File: config.mk
export PLATFORM = sky130hd
export DESIGN_NAME = countdown_timer_flat
export DESIGN_NICKNAME = d
export VERILOG_FILES = /design/src/rtl/countdown_timer_pkg.sv /design/src/rtl/countdown_timer_if.sv /design/src/rtl/countdown_timer_key_debounce.sv /design/src/rtl/countdown_timer.sv /design/src/flat_wrapper.sv
export SDC_FILE = /design/constraint.sdc
export NUM_CORES = 1
export LEC_CHECK = 0
export ABC_CLOCK_PERIOD_IN_PS = 2760
export CORE_MARGIN = 2
export CORE_UTILIZATION = 55
export CTS_CLUSTER_SIZE = 24
export DETAILED_ROUTE_END_ITERATION = 10
export PLACE_DENSITY = 0.84
export SETUP_SLACK_MARGIN = 0.5
export SLEW_MARGIN = 40
export SYNTH_ARGS = -nofsm -noshare
export SYNTH_HDL_FRONTEND = slang
export SYNTH_SLANG_ARGS = --single-unit
File: constraint.sdc
create_clock -name clk -period 2.76 [get_ports clk]
set_clock_uncertainty 0.1 [all_clocks]
set_input_delay 0.276 -clock clk [delete_from_list [all_inputs] [get_ports clk]]
set_output_delay 0.276 -clock clk [all_outputs]
set_load 0.05 [all_outputs]
File: src/rtl/countdown_timer_pkg.sv
// Shared types, limits and BCD helpers for the countdown timer.
package countdown_timer_pkg;

    localparam int unsigned DIGIT_W     = 4;
    localparam logic [3:0]  BCD_LIMIT_9 = 4'd9;
    localparam logic [3:0]  BCD_LIMIT_5 = 4'd5;
    localparam int unsigned BLINK_TICKS = 50;
    localparam int unsigned BLINK_W     = 6;

    typedef enum logic [1:0] {
        ST_IDLE    = 2'd0,
        ST_RUNNING = 2'd1,
        ST_PAUSED  = 2'd2,
        ST_EXPIRED = 2'd3
    } state_t;

    typedef struct packed {
        logic [DIGIT_W-1:0] minute_high;
        logic [DIGIT_W-1:0] minute_low;
        logic [DIGIT_W-1:0] second_high;
        logic [DIGIT_W-1:0] second_low;
        logic [DIGIT_W-1:0] msecond_high;
        logic [DIGIT_W-1:0] msecond_low;
    } digits_t;

    // Saturate a preset digit to the largest legal value for its position.
    function automatic logic [3:0] clamp_digit(input logic [3:0] d, input logic [3:0] lim);
        return (d > lim) ? lim : d;
    endfunction

    // One 10 ms step down with borrow through every digit.
    function automatic digits_t bcd_decrement(input digits_t d);
        digits_t r;
        r = d;
        if (d.msecond_low != 4'd0) begin
            r.msecond_low = d.msecond_low - 4'd1;
        end else begin
            r.msecond_low = BCD_LIMIT_9;
            if (d.msecond_high != 4'd0) begin
                r.msecond_high = d.msecond_high - 4'd1;
            end else begin
                r.msecond_high = BCD_LIMIT_9;
                if (d.second_low != 4'd0) begin
                    r.second_low = d.second_low - 4'd1;
                end else begin
                    r.second_low = BCD_LIMIT_9;
                    if (d.second_high != 4'd0) begin
                        r.second_high = d.second_high - 4'd1;
                    end else begin
                        r.second_high = BCD_LIMIT_5;
                        if (d.minute_low != 4'd0) begin
                            r.minute_low = d.minute_low - 4'd1;
                        end else begin
                            r.minute_low  = BCD_LIMIT_9;
                            r.minute_high = d.minute_high - 4'd1;
                        end
                    end
                end
            end
        end
        return r;
    endfunction

endpackage

File: src/rtl/countdown_timer_if.sv
// Keys, presets and display/status outputs of the countdown timer.
interface countdown_timer_if;
    logic       key_load;
    logic       key_start_pause;
    logic [3:0] preset_minute_high;
    logic [3:0] preset_minute_low;
    logic [3:0] preset_second_high;
    logic [3:0] preset_second_low;
    logic [3:0] minute_high;
    logic [3:0] minute_low;
    logic [3:0] second_high;
    logic [3:0] second_low;
    logic [3:0] msecond_high;
    logic [3:0] msecond_low;
    logic       running;
    logic       alarm;

    modport master (
        output key_load, key_start_pause,
        output preset_minute_high, preset_minute_low, preset_second_high, preset_second_low,
        input  minute_high, minute_low, second_high, second_low, msecond_high, msecond_low,
        input  running, alarm
    );

    modport slave (
        input  key_load, key_start_pause,
        input  preset_minute_high, preset_minute_low, preset_second_high, preset_second_low,
        output minute_high, minute_low, second_high, second_low, msecond_high, msecond_low,
        output running, alarm
    );
endinterface

File: src/rtl/countdown_timer_key_debounce.sv
// Active-low pushbutton debouncer: one pulse per press held DELAY_TIME cycles.
module key_debounce #(
    parameter int unsigned DELAY_TIME = 10000000
) (
    input  logic clk,
    input  logic reset,
    input  logic key_n,
    output logic press_pulse
);
    localparam int unsigned    CNT_W   = 32;
    localparam logic [CNT_W-1:0] CNT_PRE = CNT_W'(DELAY_TIME - 1);
    localparam logic [CNT_W-1:0] CNT_SAT = CNT_W'(DELAY_TIME + 1);

    logic [CNT_W-1:0] cnt;

    // Low-time counter; saturation stops it ever revisiting the fire value.
    always_ff @(posedge clk) begin
        if (reset) begin
            cnt <= '0;
        end else if (key_n) begin
            cnt <= '0;
        end else if (cnt != CNT_SAT) begin
            cnt <= cnt + CNT_W'(1);
        end
    end

    // Pulse is high exactly while the counter holds DELAY_TIME.
    always_ff @(posedge clk) begin
        if (reset) begin
            press_pulse <= 1'b0;
        end else begin
            press_pulse <= !key_n && (cnt == CNT_PRE);
        end
    end
endmodule

File: src/rtl/countdown_timer.sv
// mm:ss.cc countdown timer with debounced keys and expiry alarm.
// Optional: define COUNTDOWN_ALARM_BLINK_EN to blink the alarm at 0.5 s in EXPIRED.
module countdown_timer
    import countdown_timer_pkg::*;
#(
    parameter int unsigned CONST_50M  = 500000,
    parameter int unsigned DELAY_TIME = 10000000
) (
    input  logic               clk,
    input  logic               reset,
    countdown_timer_if.slave   bus
);
    localparam int unsigned        PRESC_W    = (CONST_50M > 1) ? $clog2(CONST_50M) : 1;
    localparam logic [PRESC_W-1:0] PRESC_LAST = PRESC_W'(CONST_50M - 1);

    state_t             state;
    digits_t            digits;
    digits_t            preset_clamped;
    digits_t            digits_dec;
    logic [PRESC_W-1:0] presc;
    logic               running;
    logic               alarm;
    logic               load_ev;
    logic               sp_ev;
    logic               presc_tick;
`ifdef COUNTDOWN_ALARM_BLINK_EN
    logic [BLINK_W-1:0] blink_cnt;
`endif

    key_debounce #(.DELAY_TIME(DELAY_TIME)) u_deb_load (
        .clk         (clk),
        .reset       (reset),
        .key_n       (bus.key_load),
        .press_pulse (load_ev)
    );

    key_debounce #(.DELAY_TIME(DELAY_TIME)) u_deb_start (
        .clk         (clk),
        .reset       (reset),
        .key_n       (bus.key_start_pause),
        .press_pulse (sp_ev)
    );

    // Clamped preset and next-lower count.
    always_comb begin
        preset_clamped              = '0;
        preset_clamped.minute_high  = clamp_digit(bus.preset_minute_high, BCD_LIMIT_9);
        preset_clamped.minute_low   = clamp_digit(bus.preset_minute_low,  BCD_LIMIT_9);
        preset_clamped.second_high  = clamp_digit(bus.preset_second_high, BCD_LIMIT_5);
        preset_clamped.second_low   = clamp_digit(bus.preset_second_low,  BCD_LIMIT_9);
        digits_dec                  = bcd_decrement(digits);
        presc_tick                  = (presc == PRESC_LAST);
    end

    // Timer FSM: load beats start/pause, key events beat the prescaler.
    always_ff @(posedge clk) begin
        if (reset) begin
            state   <= ST_IDLE;
            digits  <= '0;
            presc   <= '0;
            running <= 1'b0;
            alarm   <= 1'b0;
`ifdef COUNTDOWN_ALARM_BLINK_EN
            blink_cnt <= '0;
`endif
        end else if (load_ev) begin
            state   <= ST_IDLE;
            digits  <= preset_clamped;
            presc   <= '0;
            running <= 1'b0;
            alarm   <= 1'b0;
        end else if (sp_ev) begin
            case (state)
                ST_IDLE: begin
                    if (digits != '0) begin
                        state   <= ST_RUNNING;
                        presc   <= '0;
                        running <= 1'b1;
                    end
                end
                ST_RUNNING: begin
                    state   <= ST_PAUSED;
                    running <= 1'b0;
                end
                ST_PAUSED: begin
                    state   <= ST_RUNNING;
                    running <= 1'b1;
                end
                default: begin
                    state <= ST_IDLE;
                    alarm <= 1'b0;
                    presc <= '0;
                end
            endcase
        end else begin
            case (state)
                ST_RUNNING: begin
                    if (presc_tick) begin
                        presc <= '0;
                        if (digits != '0) begin
                            digits <= digits_dec;
                            if (digits_dec == '0) begin
                                state   <= ST_EXPIRED;
                                running <= 1'b0;
                                alarm   <= 1'b1;
`ifdef COUNTDOWN_ALARM_BLINK_EN
                                blink_cnt <= '0;
`endif
                            end
                        end
                    end else begin
                        presc <= presc + PRESC_W'(1);
                    end
                end
`ifdef COUNTDOWN_ALARM_BLINK_EN
                ST_EXPIRED: begin
                    if (presc_tick) begin
                        presc <= '0;
                        if (blink_cnt == BLINK_W'(BLINK_TICKS - 1)) begin
                            blink_cnt <= '0;
                            alarm     <= !alarm;
                        end else begin
                            blink_cnt <= blink_cnt + BLINK_W'(1);
                        end
                    end else begin
                        presc <= presc + PRESC_W'(1);
                    end
                end
`endif
                default: ;
            endcase
        end
    end

    assign bus.minute_high  = digits.minute_high;
    assign bus.minute_low   = digits.minute_low;
    assign bus.second_high  = digits.second_high;
    assign bus.second_low   = digits.second_low;
    assign bus.msecond_high = digits.msecond_high;
    assign bus.msecond_low  = digits.msecond_low;
    assign bus.running      = running;
    assign bus.alarm        = alarm;
endmodule
File: src/flat_wrapper.sv
// flat-port wrapper written by rule: the top's interface ports become plain ports
module countdown_timer_flat import countdown_timer_pkg::*;
#(
    parameter int unsigned CONST_50M  = 500000,
    parameter int unsigned DELAY_TIME = 10000000
)
  (clk, reset, bus_key_load, bus_key_start_pause, bus_preset_minute_high, bus_preset_minute_low, bus_preset_second_high, bus_preset_second_low, bus_minute_high, bus_minute_low, bus_second_high, bus_second_low, bus_msecond_high, bus_msecond_low, bus_running, bus_alarm);
  countdown_timer_if bus_i ();
  input  logic clk;
  input  logic reset;
  input wire logic [$bits(bus_i.key_load)-1:0] bus_key_load;
  input wire logic [$bits(bus_i.key_start_pause)-1:0] bus_key_start_pause;
  input wire logic [$bits(bus_i.preset_minute_high)-1:0] bus_preset_minute_high;
  input wire logic [$bits(bus_i.preset_minute_low)-1:0] bus_preset_minute_low;
  input wire logic [$bits(bus_i.preset_second_high)-1:0] bus_preset_second_high;
  input wire logic [$bits(bus_i.preset_second_low)-1:0] bus_preset_second_low;
  output wire logic [$bits(bus_i.minute_high)-1:0] bus_minute_high;
  output wire logic [$bits(bus_i.minute_low)-1:0] bus_minute_low;
  output wire logic [$bits(bus_i.second_high)-1:0] bus_second_high;
  output wire logic [$bits(bus_i.second_low)-1:0] bus_second_low;
  output wire logic [$bits(bus_i.msecond_high)-1:0] bus_msecond_high;
  output wire logic [$bits(bus_i.msecond_low)-1:0] bus_msecond_low;
  output wire logic [$bits(bus_i.running)-1:0] bus_running;
  output wire logic [$bits(bus_i.alarm)-1:0] bus_alarm;
  assign bus_i.key_load = bus_key_load;
  assign bus_i.key_start_pause = bus_key_start_pause;
  assign bus_i.preset_minute_high = bus_preset_minute_high;
  assign bus_i.preset_minute_low = bus_preset_minute_low;
  assign bus_i.preset_second_high = bus_preset_second_high;
  assign bus_i.preset_second_low = bus_preset_second_low;
  assign bus_minute_high = bus_i.minute_high;
  assign bus_minute_low = bus_i.minute_low;
  assign bus_second_high = bus_i.second_high;
  assign bus_second_low = bus_i.second_low;
  assign bus_msecond_high = bus_i.msecond_high;
  assign bus_msecond_low = bus_i.msecond_low;
  assign bus_running = bus_i.running;
  assign bus_alarm = bus_i.alarm;
  countdown_timer #(.CONST_50M(CONST_50M), .DELAY_TIME(DELAY_TIME)) u_core (.clk(clk), .reset(reset), .bus(bus_i));
endmodule
# Word level (Yosys, flattened, before mapping)
# Index checks and enable logic that the tools add are counted.
# totals
register_bits	113
output_inout_bits	26
input_bits	20
elab_cells	115
# classes
muxes	44
n_addsub	9
reduce_logical	31
order_cmp	4
bitwise	1
n_eq_ne	12
# ops
op	n
$mux 24	5
$mux 19	4
$add 32x1->32 const B	2
$eq 32x24->1 const B	2
$ne 32x24->1 const B	2
$mux 4	10
$pmux 19 s2	1
$logic_not 24->1	1
$reduce_bool 24->1	1
$sub 4x1->4 const B	6
$mux 20	1
$reduce_bool 4->1	5
$add 19x1->19 const B	1
$eq 19x19->1 const B	1
$mux 16	1
$reduce_bool 2->1	7
$gt 4x4->1 const B	3
$mux 1	12
$mux 12	1
$mux 2	6
$reduce_and 5->1	2
$mux 8	1
$reduce_and 4->1	2
$reduce_or 2->1	4
16 further kinds	20

# Logic depth before layout (Yosys ltp)
# logic_depth
depth_word	12
depth_mapped	9
depth_no_buf	8

# Modules after synthesis
# Synthesis repeated with hierarchy kept, for this count alone.
# hier_totals
cells_unflattened	781
area_unflattened_um2	6426.2
# modules_own_cells
mod	cells_per_inst	n_inst	area_each_um2	seq_area_each_um2
key_debounce	212	2	1789.2	660.6
countdown_timer	357	1	2847.7	940.9

# Worst setup path after synthesis
# No wires, ideal clock.
# synth_path
path_kind	flip-flop to flip-flop
start	register u_core.digits, in the netlist u_core.bus.msecond_low[0]
end	register u_core.digits, in the netlist u_core.bus.second_high[2]
period_less_slack_ps	2858
path_slack_ps	-98
required_ps	2572
t_arrival_ps	2670
setup_ps	88
path_stages_with_launch	10
n_path_buf	1
cell_sequence	dfxtp_1 inv_1 ha_1 nor4b_4 nand4_2 nor3_2 or2_1 buf_2 or4_4 a311oi_2
# synth_via
elab_chain_cells	7
word_cells_on_any_way	10
classes_between	mux: 6; reduce/logical: 4
# synth_rtl
item	line_no	source
start, declared	countdown_timer.sv:17	digits_t digits;
start signal, assigned	countdown_timer.sv:68	digits <= preset_clamped;
start signal, assigned	countdown_timer.sv:101	digits <= digits_dec;
$reduce_bool 4->1	countdown_timer_pkg.sv:35	if (d.msecond_low != 4'd0) begin
$mux 20	countdown_timer_pkg.sv:35	
$mux 24	countdown_timer.sv:100	if (digits != '0) begin
$mux 24	countdown_timer.sv:98	if (presc_tick) begin
$mux 24	countdown_timer.sv:96	case (state)
$mux 24	countdown_timer.sv:72	end else if (sp_ev) begin
$mux 24	countdown_timer.sv:66	end else if (load_ev) begin
# Several ways; a longest one is shown, not always the timed one. The select of a mux whose other input is x is not followed.
# A chain may end at the register's enable or synchronous reset.

# Worst setup path after layout
# layout_path
start	register u_core.presc[5]
end	register u_core.digits, in the netlist u_core.bus.minute_low[0]
# layout_via
elab_chain_cells	3
# layout_rtl
item	line_no	source
start, declared	countdown_timer.sv:20	logic [PRESC_W-1:0] presc;
start signal, assigned	countdown_timer.sv:112	presc <= presc + PRESC_W'(1);
$eq 19x19->1	countdown_timer.sv:52	presc_tick = (presc == PRESC_LAST);
$reduce_bool 2->1 (no source line)	--	
$reduce_and 4->1 (no source line)	--	
# Every way passes these cells.

==> flow_metrics.py <==
metrics = {
    "pwr": {
        "max-vdd-ir-drop_v": 0.000501,
        "power.leakage_nw": 2.92,
        "pwr_density_cell_nw_per_um2": 495,
    },
    "logic_synthesis": {
        "yosysTopAreaCellShare": 0.374,
        "syn_inst": 721,
        "synth_edf_count": 0,
        "yosysUniqueCellTypes": 73,
        "avgSynthCellArea_um2": 8.39,
        "synth.yosys.seq_area_share": 0.374,
        "ys_seq_elements": 113,
        "syn_nets": 755,
        "syn_area_um2": 6050,
        "ys_warn_count": 0,
        "synth.area.top_cells": "dfxtp_1 37%, nor2_1 6.3%, xor2_1 5.9%",
        "synth_flop_cell": "dfxtp_1",
        "yosysTopAreaCell": "dfxtp_1",
        "async_flop_share": 0,
        "synth_most_common_cell": "dfxtp_1",
        "yosys-top-cells-count": "113 x dfxtp_1, 102 x nor2_1, 49 x nand2_1",
    },
    "place": {
        "placed_area_um2": 6820,
        "place_congestion": 0.958,
        "portBuffers": 45,
        "dp_hpwl_um": 10200,
        "place_ws_ps": 207,
    },
    "clock_network": {
        "cts_buffer_depth": 2,
        "h-tree-depth": 4,
        "cts_buffers": 17,
        "clk_latency_ps": 530,
        "cts_tree": "built",
        "cts-root-buf": "clkbuf_8",
        "clk_pin_slew_ps": 60,
        "numClockSinks": 113,
    },
    "drt": {
        "wl_met1_um": 7000,
        "wl_met3_um": 1570,
        "drt-wirelength-per-cell_um": 18.6,
        "firstDrtPassIters": 6,
        "drc": 0,
        "routed_wl_um": 17800,
        "drtIter0Drc": 541,
        "top_layer": "met4",
        "via_count": 6119,
        "dr_wl_met2_um": 8460,
        "via_per_inst": 6.37,
        "ant_nets": 0,
    },
    "setup_path": {
        "cp.arrival_ps": 2810,
        "cp-start-kind": "flip-flop",
        "endpoint_kind": "flip-flop",
        "crit_fanout": 7,
        "worst-setup-path-type": "reg -> reg",
        "required_ps": 3040,
    },
    "floorplan": {
        "die_area_um2": 11900,
        "initial_utilization": 0.561,
        "ios": 46,
        "dieHeight_um": 109,
        "coreArea_um2": 10800,
        "fp.dieW_um": 109,
        "std_cell_rows": 38,
    },
    "grt": {
        "grt.total_usage": 0.284,
        "overflow": 0,
        "grt_pass1_vias": 5736,
        "antenna_found_initial": 0,
        "grt_max_degree": 34,
        "grt_pass1_wl_um": 26600,
    },
    "timing": {
        "tightest_slew_ps": 827,
        "drv_slew": 0,
        "max_slew_margin": 0.448,
        "period_share": 0.918,
        "fin_tns_setup_ps": 0,
        "rsz0062_at_grt": "yes",
        "finalWorstSetupSlack_ps": 226,
        "setup_viol": 0,
        "period_minus_slack_ps": 2530,
        "hold_viol": 0,
        "achievable-frequency_mhz": 395,
    },
    "final_layout": {
        "antenna_cells": 0,
        "drive_gt1_frac": 0.209,
        "final_util": 0.740,
        "fin_area_um2": 7990,
        "nFillCells": 732,
        "syn2layout_area_growth_pct": 32.0,
        "num-nets-final": 841,
    },
    "run": {
        "max_cap_violations": 0,
    },
    "status": {
        "outcome": "completed",
    },
    "min_path": {
        "min_path_type": "in -> reg",
    },
}
-- worst paths after layout --
check | startpoint | endpoint | slack [ps] | cells past startpoint
worst max register to register | u_core.presc[5] | u_core.bus.minute_low[0] | 230 | 7
worst min-delay path | bus_preset_second_high[1] | u_core.bus.second_high[1] | 220 | 3
worst max-delay path | u_core.presc[5] | u_core.bus.minute_low[0] | 230 | 7
worst min register to register | u_core.bus.alarm | u_core.bus.alarm | 380 | 2
-- power breakdown --
part,internal [mW],switching (mW)
registers,1.63,0.00525
clock network,1.45,0.784
logic,0.0351,0.0477
total,3.11,0.837
-- routing by layer --
layer	GRT usage	vias up
li1	-	2764
met1	0.335	2912
met2	0.485	338
met3	0.0789	105
met4	0.117	0
met5	0	-
-- final cells by class --
| class | count | area, um^2 | area share |
|---|---|---|---|
| clock buffer | 20 | 455 | 0.0570 |
| timing repair buffer | 95 | 880 | 0.110 |
| sequential | 113 | 2300 | 0.288 |
| multi-input combinational | 559 | 3940 | 0.493 |
| clock inverter | 12 | 156 | 0.0196 |
| inverter | 21 | 83.8 | 0.0105 |
| tap | 140 | 175 | 0.0219 |
-- flip-flops by register name (all words and copies together) (netlist names) --
register	cells
u_core.bus.running	1
u_core.bus.msecond_high	4
u_core.u_deb_load.cnt	32
u_core.u_deb_load.press_pulse	1
u_core.u_deb_start.press_pulse	1
u_core.bus.msecond_low	4
u_core.state	2
u_core.u_deb_start.cnt	32
u_core.bus.alarm	1
u_core.bus.minute_high	4
u_core.bus.second_high	4
u_core.bus.second_low	4
u_core.presc	19
u_core.bus.minute_low	4
-- metrics by stage --
step | power (mW) | instances | hold WS [ps]
4_1_cts | 3.97 | 954 | 211
2_1_floorplan | 1.71 | 721 | 309
3_3_place_gp | 1.75 | 893 | 344
6_report | 3.95 | 960 | 222
3_5_place_dp | 1.75 | 893 | 361
5_1_grt | 4.05 | 960 | 250
-- critical path, stage by stage (launching register included) --
cell and delay, ps:
dfxtp_4 340, or4b_4 550, nor3_4 170, nand4b_1 210, or2_4 340, buf_6 140
o31ai_1 360, a221oi_1 160
-- layout by cell type, fill, tap and decap left out, types with 10 or more instances in the layout --
master / instances
nor4_1: 14
a211oi_1: 10
nand3_1: 40
buf_6: 11
clkbuf_16: 16
nor3_1: 19
ha_1: 11
xor2_1: 41
a21oi_1: 19
clkdlybuf4s50_1: 37
xnor2_1: 37
and3_1: 19
nand2_1: 46
dfxtp_1: 92
buf_4: 39
o21ai_0: 13
inv_1: 18
nand4_1: 24
nor2_1: 99
dfxtp_2: 17
-- kinds of logic (layout without fill, tap and decap cells) --
| family | count (synthesis) | count (layout) | share of synthesized area |
|---|---|---|---|
| compound gates | 104 | 104 | 0.120 |
| buf+inv | 49 | 148 | 0.0314 |
| mux | 5 | 5 | 0.00848 |
| fa+ha+maj | 14 | 14 | 0.0289 |
| simple gates | 358 | 358 | 0.325 |
| flops | 113 | 113 | 0.374 |
| xor+xnor | 78 | 78 | 0.113 |
-- what timing repair did --
item	CTS	global route
endpoints found under the hold margin	0	0
endpoints found under the setup margin	47	61
cloned	1	0
hold buffers	0	0
buffers inserted	28	6
pin swaps	15	22
gates resized for setup	23	47
Note: power is estimated with default switching activity, not from simulation.
